==> config.mk <==
export PLATFORM = sky130hd
export DESIGN_NAME = fetch_if_id_flat
export DESIGN_NICKNAME = d
export VERILOG_FILES = /design/src/rtl/fetch_if_id_if.sv /design/src/rtl/fetch_if_id.sv /design/src/flat_wrapper.sv
export SDC_FILE = /design/constraint.sdc
export NUM_CORES = 1
export LEC_CHECK = 0
export ABC_AREA = 1
export CORE_UTILIZATION = 55
export DETAILED_ROUTE_END_ITERATION = 10
export DONT_BUFFER_PORTS = 1
export MAX_ROUTING_LAYER = met4
export PLACE_DENSITY = 0.8
export SETUP_SLACK_MARGIN = 0.5
export SYNTH_ARGS = -nofsm -noshare
export SYNTH_HDL_FRONTEND = slang
export SYNTH_SLANG_ARGS = --single-unit
==> constraint.sdc <==
create_clock -name clk -period 5.07 [get_ports clk]
set_input_delay 1.2675 -clock clk [delete_from_list [all_inputs] [get_ports clk]]
set_output_delay 1.2675 -clock clk [all_outputs]
set_load 0.02 [all_outputs]
==> src/rtl/fetch_if_id_if.sv <==
// +------------------------------------------------------------------+
// | fetch_if_id_if : fetch-stage control, imem and IF/ID signals      |
// | Rev 1.0                                                           |
// +------------------------------------------------------------------+
`default_nettype none

interface fetch_if_id_if;
  logic        stall_decode;
  logic        flush_fetch;
  logic [1:0]  PC_source;
  logic [15:0] target_pc;
  logic [15:0] inst_addr;
  logic [15:0] inst_data;
  logic [15:0] IF_ID_ins;
  logic [15:0] IF_ID_inc_pc;
  logic        IF_ID_valid;
  logic        halted;

  // Hazard unit, instruction memory and decode side.
  modport master (
    output stall_decode, flush_fetch, PC_source, target_pc, inst_data,
    input  inst_addr, IF_ID_ins, IF_ID_inc_pc, IF_ID_valid, halted
  );

  // Fetch stage side.
  modport slave (
    input  stall_decode, flush_fetch, PC_source, target_pc, inst_data,
    output inst_addr, IF_ID_ins, IF_ID_inc_pc, IF_ID_valid, halted
  );
endinterface

`default_nettype wire

==> src/rtl/fetch_if_id.sv <==
// +------------------------------------------------------------------+
// | fetch_if_id : PC, instruction fetch and IF/ID register with HALT  |
// | Rev 1.0                                                           |
// +------------------------------------------------------------------+
`default_nettype none

module fetch_if_id #(
  parameter logic [15:0] RESET_PC  = 16'h0000,
  parameter logic [15:0] NOP_INSTR = 16'h0800
) (
  input  wire logic       clk,
  input  wire logic       rst,
  fetch_if_id_if.slave    bus
);

  logic [15:0] pc_q;
  logic [15:0] ins_q;
  logic [15:0] inc_pc_q;
  logic        valid_q;
  logic        halted_q;

  logic [15:0] inc;
  logic        redirect;
  logic        is_halt;

  assign inc      = pc_q + 16'd2;
  assign redirect = (bus.PC_source == 2'b10) || bus.flush_fetch;
  assign is_halt  = (bus.inst_data[15:11] == 5'b00000);

  always_ff @(posedge clk or posedge rst) begin
    if (rst) begin
      pc_q     <= RESET_PC;
      ins_q    <= NOP_INSTR;
      inc_pc_q <= 16'h0000;
      valid_q  <= 1'b0;
      halted_q <= 1'b0;
    end else if (redirect) begin
      // A redirect also cancels a HALT fetched down the wrong path.
      pc_q     <= bus.target_pc;
      ins_q    <= NOP_INSTR;
      inc_pc_q <= 16'h0000;
      valid_q  <= 1'b0;
      halted_q <= 1'b0;
    end else if (bus.stall_decode) begin
      pc_q     <= pc_q;
      ins_q    <= ins_q;
      inc_pc_q <= inc_pc_q;
      valid_q  <= valid_q;
      halted_q <= halted_q;
    end else if (halted_q) begin
      ins_q    <= NOP_INSTR;
      inc_pc_q <= 16'h0000;
      valid_q  <= 1'b0;
    end else begin
      ins_q    <= bus.inst_data;
      inc_pc_q <= inc;
      valid_q  <= 1'b1;
      if (is_halt) begin
        halted_q <= 1'b1;
      end else begin
        pc_q     <= inc;
      end
    end
  end

  assign bus.inst_addr    = pc_q;
  assign bus.IF_ID_ins    = ins_q;
  assign bus.IF_ID_inc_pc = inc_pc_q;
  assign bus.IF_ID_valid  = valid_q;
  assign bus.halted       = halted_q;

endmodule

`default_nettype wire

==> src/flat_wrapper.sv <==
// flat-port wrapper written by rule: the top's interface ports become plain ports
module fetch_if_id_flat 
#(
  parameter logic [15:0] RESET_PC  = 16'h0000,
  parameter logic [15:0] NOP_INSTR = 16'h0800
)
  (clk, rst, bus_stall_decode, bus_flush_fetch, bus_PC_source, bus_target_pc, bus_inst_data, bus_inst_addr, bus_IF_ID_ins, bus_IF_ID_inc_pc, bus_IF_ID_valid, bus_halted);
  fetch_if_id_if bus_i ();
  input  wire logic clk;
  input  wire logic rst;
  input wire logic [$bits(bus_i.stall_decode)-1:0] bus_stall_decode;
  input wire logic [$bits(bus_i.flush_fetch)-1:0] bus_flush_fetch;
  input wire logic [$bits(bus_i.PC_source)-1:0] bus_PC_source;
  input wire logic [$bits(bus_i.target_pc)-1:0] bus_target_pc;
  input wire logic [$bits(bus_i.inst_data)-1:0] bus_inst_data;
  output wire logic [$bits(bus_i.inst_addr)-1:0] bus_inst_addr;
  output wire logic [$bits(bus_i.IF_ID_ins)-1:0] bus_IF_ID_ins;
  output wire logic [$bits(bus_i.IF_ID_inc_pc)-1:0] bus_IF_ID_inc_pc;
  output wire logic [$bits(bus_i.IF_ID_valid)-1:0] bus_IF_ID_valid;
  output wire logic [$bits(bus_i.halted)-1:0] bus_halted;
  assign bus_i.stall_decode = bus_stall_decode;
  assign bus_i.flush_fetch = bus_flush_fetch;
  assign bus_i.PC_source = bus_PC_source;
  assign bus_i.target_pc = bus_target_pc;
  assign bus_i.inst_data = bus_inst_data;
  assign bus_inst_addr = bus_i.inst_addr;
  assign bus_IF_ID_ins = bus_i.IF_ID_ins;
  assign bus_IF_ID_inc_pc = bus_i.IF_ID_inc_pc;
  assign bus_IF_ID_valid = bus_i.IF_ID_valid;
  assign bus_halted = bus_i.halted;
  fetch_if_id #(.RESET_PC(RESET_PC), .NOP_INSTR(NOP_INSTR)) u_core (.clk(clk), .rst(rst), .bus(bus_i));
endmodule
==> qor.csv, run 1 <==
metric;value;unit
hold_buffers;0;
numPortBuffers;0;
die_w;69.7;um
postCtsSetupBuffers;0;
max-vdd-ir-drop;0.177;mV
r2r_cells;4;
fin_crit;2470;ps
core_area;0.00438;mm2
cp_data_arrival_time;2720;ps
vias_per_cell;5.60;
drv_slew;0;
period_share;0.486;
cts_sinks;50;
ys_seq_elements;50;
holdWs;639;ps
r2r_end;u_core.bus.IF_ID_ins[9];
drc;0;
holdPathStages;2;
n_antenna_cell;0;
drtAntennaViolNets;0;
detail_route.wirelength;5400;um
cts_buffer_depth;2;
start_util;0.575;
synth_fp_nets;339;
required;5320;ps
syn2layout_area_growth;3.03;%
layout.nets;335;
cp_max_fo;30;
ys_types;29;
grt_pass1_vias;1823;
max_freq;405;MHz
power.density;349;mW/mm2
setup.worst_path.end_class;flip-flop;
track_usage;0.240;
rsz0062_at_grt;false;
design_area;0.00260;mm2
antenna_found_initial;0;
crit_chain;inv_1 -> nand2_2 -> nand2_4 -> inv_4 -> nand2_2 -> inv_1 -> a22o_1;
start_kind;primary input;
worstMarginPinSlew;1180;ps
gp_congestion;0.924;
layout-drive-gt1-share;0.0976;
grt.overflow.total;0;
r2r-start;u_core.bus.halted;
dp_hpwl;3870;um
critical-path-top-delay-family;buffers and inverters;
routedWlPerCell;15.5;um
finalSetupTns;0;ps
critical_path_depth;7;
dpl-instance-area;0.00250;mm2
fin_ws;2600;ps
cts_resized;0;
avgSynthCellArea;8.41;um2
drtIter0Drc;150;
cts_tree;built;
relSlewSlack;0.214;
criticalPathCategory;primary input to flip-flop;
outcome;finished, final reports clean;
dp.cells;341;
clkTransAtPathRegs;100;ps
slowest_delay;510;ps
htree_levels;2;
numCtsBuffers;5;
hp-class;flip-flop to flip-flop;
syn_inst;300;
final_cells;349;
rrSetupSlack;3380;ps
fin_total_pwr;0.908;mW
clock-root-buffer;clkbuf_8;
whs_endpoint;u_core.bus.IF_ID_inc_pc[0];
die_h;69.7;um
slowest_stage;inv_1;
utilization;0.593;
grt_max_degree;51;
ios;88;
rows;24;
finalHoldViolCount;0;
hold_start;u_core.bus.IF_ID_inc_pc[0];
p_leak;1.32;nW
clock_latency;310;ps
skew;5.24;ps
yosysWarnings;0;
cp_num_buf_inv;3;
design.die.area;0.00486;mm2
synth_area;0.00252;mm2
post-place-ws;2270;ps
vias;1955;
maxCapViolations;0;
synth-seq-area-share;0.497;
drtPass1Iterations;4;
grt_pass1_wl;8870;um
setup_violations;0;
## tightest hold or removal path: cells and delay by family, from the launching register on
kind             cells  cell delay [ps]
flip-flops           1              470
AND/OR/NAND/NOR      1               70
AO/OA/AOI/OAI        1               70
## flip-flops by register name (all words and copies together) (netlist names)
signal                   flops
u_core.bus.IF_ID_inc_pc     16
u_core.bus.IF_ID_ins        16
u_core.bus.IF_ID_valid       1
u_core.bus.halted            1
u_core.bus.inst_addr        16
## Yosys cell counts
master    count  area share
nand2_1      96        0.14
dfrtp_1      49        0.49
inv_1        26       0.039
nand3_1      22       0.044
a22o_1       15       0.052
nor2_1       15       0.022
o21ai_0      11       0.022
o21ai_1       8       0.016
a21oi_1       7       0.014
nand4_1       7       0.017
buf_2         5      0.0099
buf_6         5       0.022
or2_1         5       0.012
nor2_4        4       0.018
nand2_2       3      0.0074
nor2_2        3      0.0074
o21ai_2       3       0.010
and2_1        2      0.0050
nand2_4       2      0.0089
nand3_2       2      0.0079
o211ai_1      2      0.0060
a21o_1        1      0.0030
clkbuf_2      1      0.0020
dfstp_2       1       0.010
ha_1          1      0.0050
inv_2         1      0.0015
inv_4         1      0.0025
nor3_1        1      0.0020
xor2_1        1      0.0035
## routing by layer
metal | GRT usage | part of all wire | up-vias
li1 | - | - | 965
met1 | 0.312 | 0.45 | 906
met2 | 0.372 | 0.46 | 77
met3 | 0.0610 | 0.078 | 7
met4 | 0.0756 | 0.013 | 0
met5 | - | 0 | -
## logic make-up after synthesis
group,after synthesis,synth area share
xor gates and xnor gates,1,0.00347
buffers and inverters,39,0.0769
AOI/OAI and AO/OA,47,0.123
adders and majority gates,1,0.00496
DFF,50,0.497
and+or+nand+nor,162,0.295
## power by group
group	switching (mW)	leakage, nW	internal (mW)	total, mW
sequential	0.0863	0.646	0.432	0.519
clock	0.149	0.0506	0.103	0.252
combinational	0.0935	0.625	0.0438	0.137
total	0.328	1.32	0.580	0.908
## placed cells by master (no fill, tap or decap), types with 3 or more instances in the layout
master    Yosys  layout
a22o_1       15      15
o21ai_2       3       3
nor2_2        3       3
nand2_2       3       3
inv_1        26      25
dfrtp_1      49      49
a21oi_1       7       7
nor2_1       15      15
nand4_1       7       7
o21ai_0      11      11
nor2_4        4       4
clkbuf_8      0       5
o21ai_1       8       8
nand3_1      22      22
or2_1         5       5
nand2_1      96      96
## cell type report
class,instances,area (um2)
clock buffer,5,68.8
fill,413,1790
multi-input combinational,211,1080
tap,52,65.1
inverter,28,108
sequential,50,1250
clock inverter,3,28.8
## worst max path at each step
stage,start,endpoint,slack [ps]
after floorplan,rst,u_core.bus.IF_ID_inc_pc[0],2600
after global placement,bus_PC_source[0],u_core.bus.IF_ID_ins[1],2380
after detailed placement,bus_PC_source[0],u_core.bus.IF_ID_ins[9],2270
after CTS,bus_PC_source[0],u_core.bus.IF_ID_ins[9],2600
after global routing,bus_PC_source[0],u_core.bus.IF_ID_ins[15],2470
final,bus_PC_source[0],u_core.bus.IF_ID_ins[9],2600
Note: power is estimated with default switching activity, not from simulation.
==> inputs of run 2 (changes only) <==
==> constraint.sdc (replaced) <==
create_clock -name clk -period 2.5 [get_ports clk]
set_input_delay 0.625 -clock clk [delete_from_list [all_inputs] [get_ports clk]]
set_output_delay 0.625 -clock clk [all_outputs]
set_load 0.02 [all_outputs]
==> run 2 against run 1 <==
  * Clock power rose by 94%
  * Register-to-register slack lost 2600 ps
  * Combinational power is 110% higher
  * Die area unchanged
  * Worst setup slack lost 1900 ps
  * Sequential share of layout area down 0.55 points
  * Largest power group unchanged
  * Highest routed layer unchanged
==> qor.csv, run 2 (same netlist as run 1, synthesis figures left out) <==
metric;value;unit;change
start_util;0.575;;unchanged
grt_pass1_vias;1954;;was 1823
vias;1990;;was 1955
routedWlPerCell;16.0;um;was 15.5 um
drtIter0Drc;113;;was 150
hp-class;primary input to async pin;;was flip-flop to flip-flop
numCtsBuffers;5;;unchanged
finalSetupTns;0;ps;unchanged
dp.cells;345;;was 341
crit_start;bus_PC_source[0];;unchanged
critical-path-top-delay-family;buffers and inverters;;unchanged
p_comb_frac;0.158;;was 0.151
multi_input_area;0.00108;mm2;unchanged
slowest_delay;400;ps;was 510 ps
path_common_cell;nand2_2;;
utilization;0.600;;was 0.593
regArea;0.00125;mm2;unchanged
required;2700;ps;was 5320 ps
layout.nets;339;;was 335
cts_buffer_depth;2;;unchanged
core_area;0.00438;mm2;unchanged
slowest_stage;clkinvlp_4;;was inv_1
cts_sinks;50;;unchanged
fin_crit;1820;ps;
p_int;1.17;mW;was 0.580 mW
clkTransAtPathRegs;100;ps;about the same
start_kind;primary input;;unchanged
switching_share;0.359;;was 0.362
dp_hpwl;4170;um;was 3870 um
max_freq;551;MHz;
grt_max_degree;31;;was 51
grt_pass1_wl;9430;um;was 8870 um
skew;5.53;ps;was 5.24 ps
period_share;0.726;;
most-common-layout-cells;96 x nand2_1, 49 x dfrtp_1, 24 x inv_1;;was 96 x nand2_1, 49 x dfrtp_1, 25 x inv_1
numPortBuffers;0;;unchanged
fin_total_pwr;1.83;mW;was 0.908 mW
outcome;finished, final reports clean;;unchanged
drtPass1Iterations;4;;unchanged
dpl-instance-area;0.00253;mm2;was 0.00250 mm2
cp_num_buf_inv;3;;unchanged
grt.overflow.total;0;;unchanged
criticalPathCategory;primary input to flip-flop;;unchanged
power_switching;0.657;mW;was 0.328 mW
routed-wl-met3;396;um;was 423 um
pwr-share-clk;0.268;;was 0.277
holdWs;170;ps;was 639 ps
layout-drive-gt1-share;0.113;;was 0.0976
clock-root-buffer;clkbuf_8;;unchanged
top_layer_used;met4;;unchanged
fillCellCount;410;;was 413
n_antenna_cell;0;;unchanged
seqPwrFrac;0.575;;was 0.571
rsz0062_at_grt;false;;unchanged
htree_levels;2;;unchanged
cp_data_arrival_time;2020;ps;was 2720 ps
dr_wl_met2;2670;um;was 2490 um
maxCapViolations;0;;unchanged
power.density;696;mW/mm2;was 349 mW/mm2
met1Wirelength;2510;um;was 2420 um
cp_max_fo;30;;unchanged
mostFrequentLayoutCell;nand2_1;;unchanged
detail_route.wirelength;5660;um;was 5400 um
post-place-ws;322;ps;was 2270 ps
die_h;69.7;um;unchanged
design.die.area;0.00486;mm2;unchanged
final_cells;353;;was 349
syn2layout_area_growth;4.22;%;was 3.03%
cts_tree;built;;unchanged
track_usage;0.252;;was 0.240
design_area;0.00263;mm2;was 0.00260 mm2
relSlewSlack;0.740;;was 0.214
worstMarginPinSlew;390;ps;was 1180 ps
max-vdd-ir-drop;0.339;mV;was 0.177 mV
die_w;69.7;um;unchanged
antenna_found_initial;0;;unchanged
clock_latency;310;ps;about the same
r2r-start;u_core.bus.halted;;unchanged
finalHoldViolCount;0;;unchanged
critical_path_depth;7;;unchanged
r2r_cells;4;;unchanged
drc;0;;unchanged
crit_chain;inv_1 -> nand2_2 -> nand2_4 -> inv_4 -> nand2_2 -> clkinvlp_4 -> a22o_1;;was inv_1 -> nand2_2 -> nand2_4 -> inv_4 -> nand2_2 -> inv_1 -> a22o_1
gp_congestion;0.940;;was 0.924
setup.worst_path.end_class;flip-flop;;unchanged
vias_per_cell;5.64;;was 5.60
drtAntennaViolNets;0;;unchanged
ios;88;;unchanged
setup_violations;0;;unchanged
rows;24;;unchanged
p_leak;1.33;nW;was 1.32 nW
fin_ws;684;ps;was 2600 ps
drv_slew;0;;unchanged
run 2: cell types whose count changed in the layout (fill, tap and decap cells not counted), sizes merged:
cell	previous run	this run
inv	30	28
buf	0	4
clkinvlp	0	2
run 2: final timing paths:
| path | slack [ps] | to |
|---|---|---|
| max | 680 | u_core.bus.IF_ID_inc_pc[6] |
| min | 170 | u_core.bus.IF_ID_inc_pc[0] |
| max reg2reg | 810 | u_core.bus.IF_ID_inc_pc[6] |
| min reg2reg | 640 | u_core.bus.IF_ID_inc_pc[2] |
| max in group asynchronous | 1740 | u_core.bus.IF_ID_ins[11] |
| min in group clk | 440 | u_core.bus.inst_addr[0] |
run 2: cell type report:
type                            count  area share
Clock buffer                        5      0.0262
Clock inverter                      3     0.00952
Inverter                           28      0.0424
Multi-Input combinational cell    211       0.409
Sequential cell                    50       0.476
Tap cell                           52      0.0248
Timing Repair Buffer                4      0.0114
run 2: per-layer routing:
layer | up-vias | track usage
met5 | - | -
li1 | 980 | -
met2 | 76 | 0.392
met1 | 926 | 0.329
met3 | 8 | 0.0610
met4 | 0 | 0.0756
run 2: power by group through the flow:
stage	logic, mW	clock network (mW)	registers (mW)
finish	0.288	0.490	1.05
global route	0.333	0.530	1.06
CTS	0.289	0.499	1.05
detailed placement	0.286	0	1.07
global placement	0.277	0	1.07
floorplan	0.244	0	1.04
run 2: timing repair:
| action | 4_1_cts | 5_1_grt |
|---|---|---|
| setup endpoints to repair | 0 | 12 |
| hold endpoints to repair | 0 | 0 |
| buffers inserted | 0 | 0 |
| hold buffers | 0 | 0 |
| resized for setup | 0 | 1 |
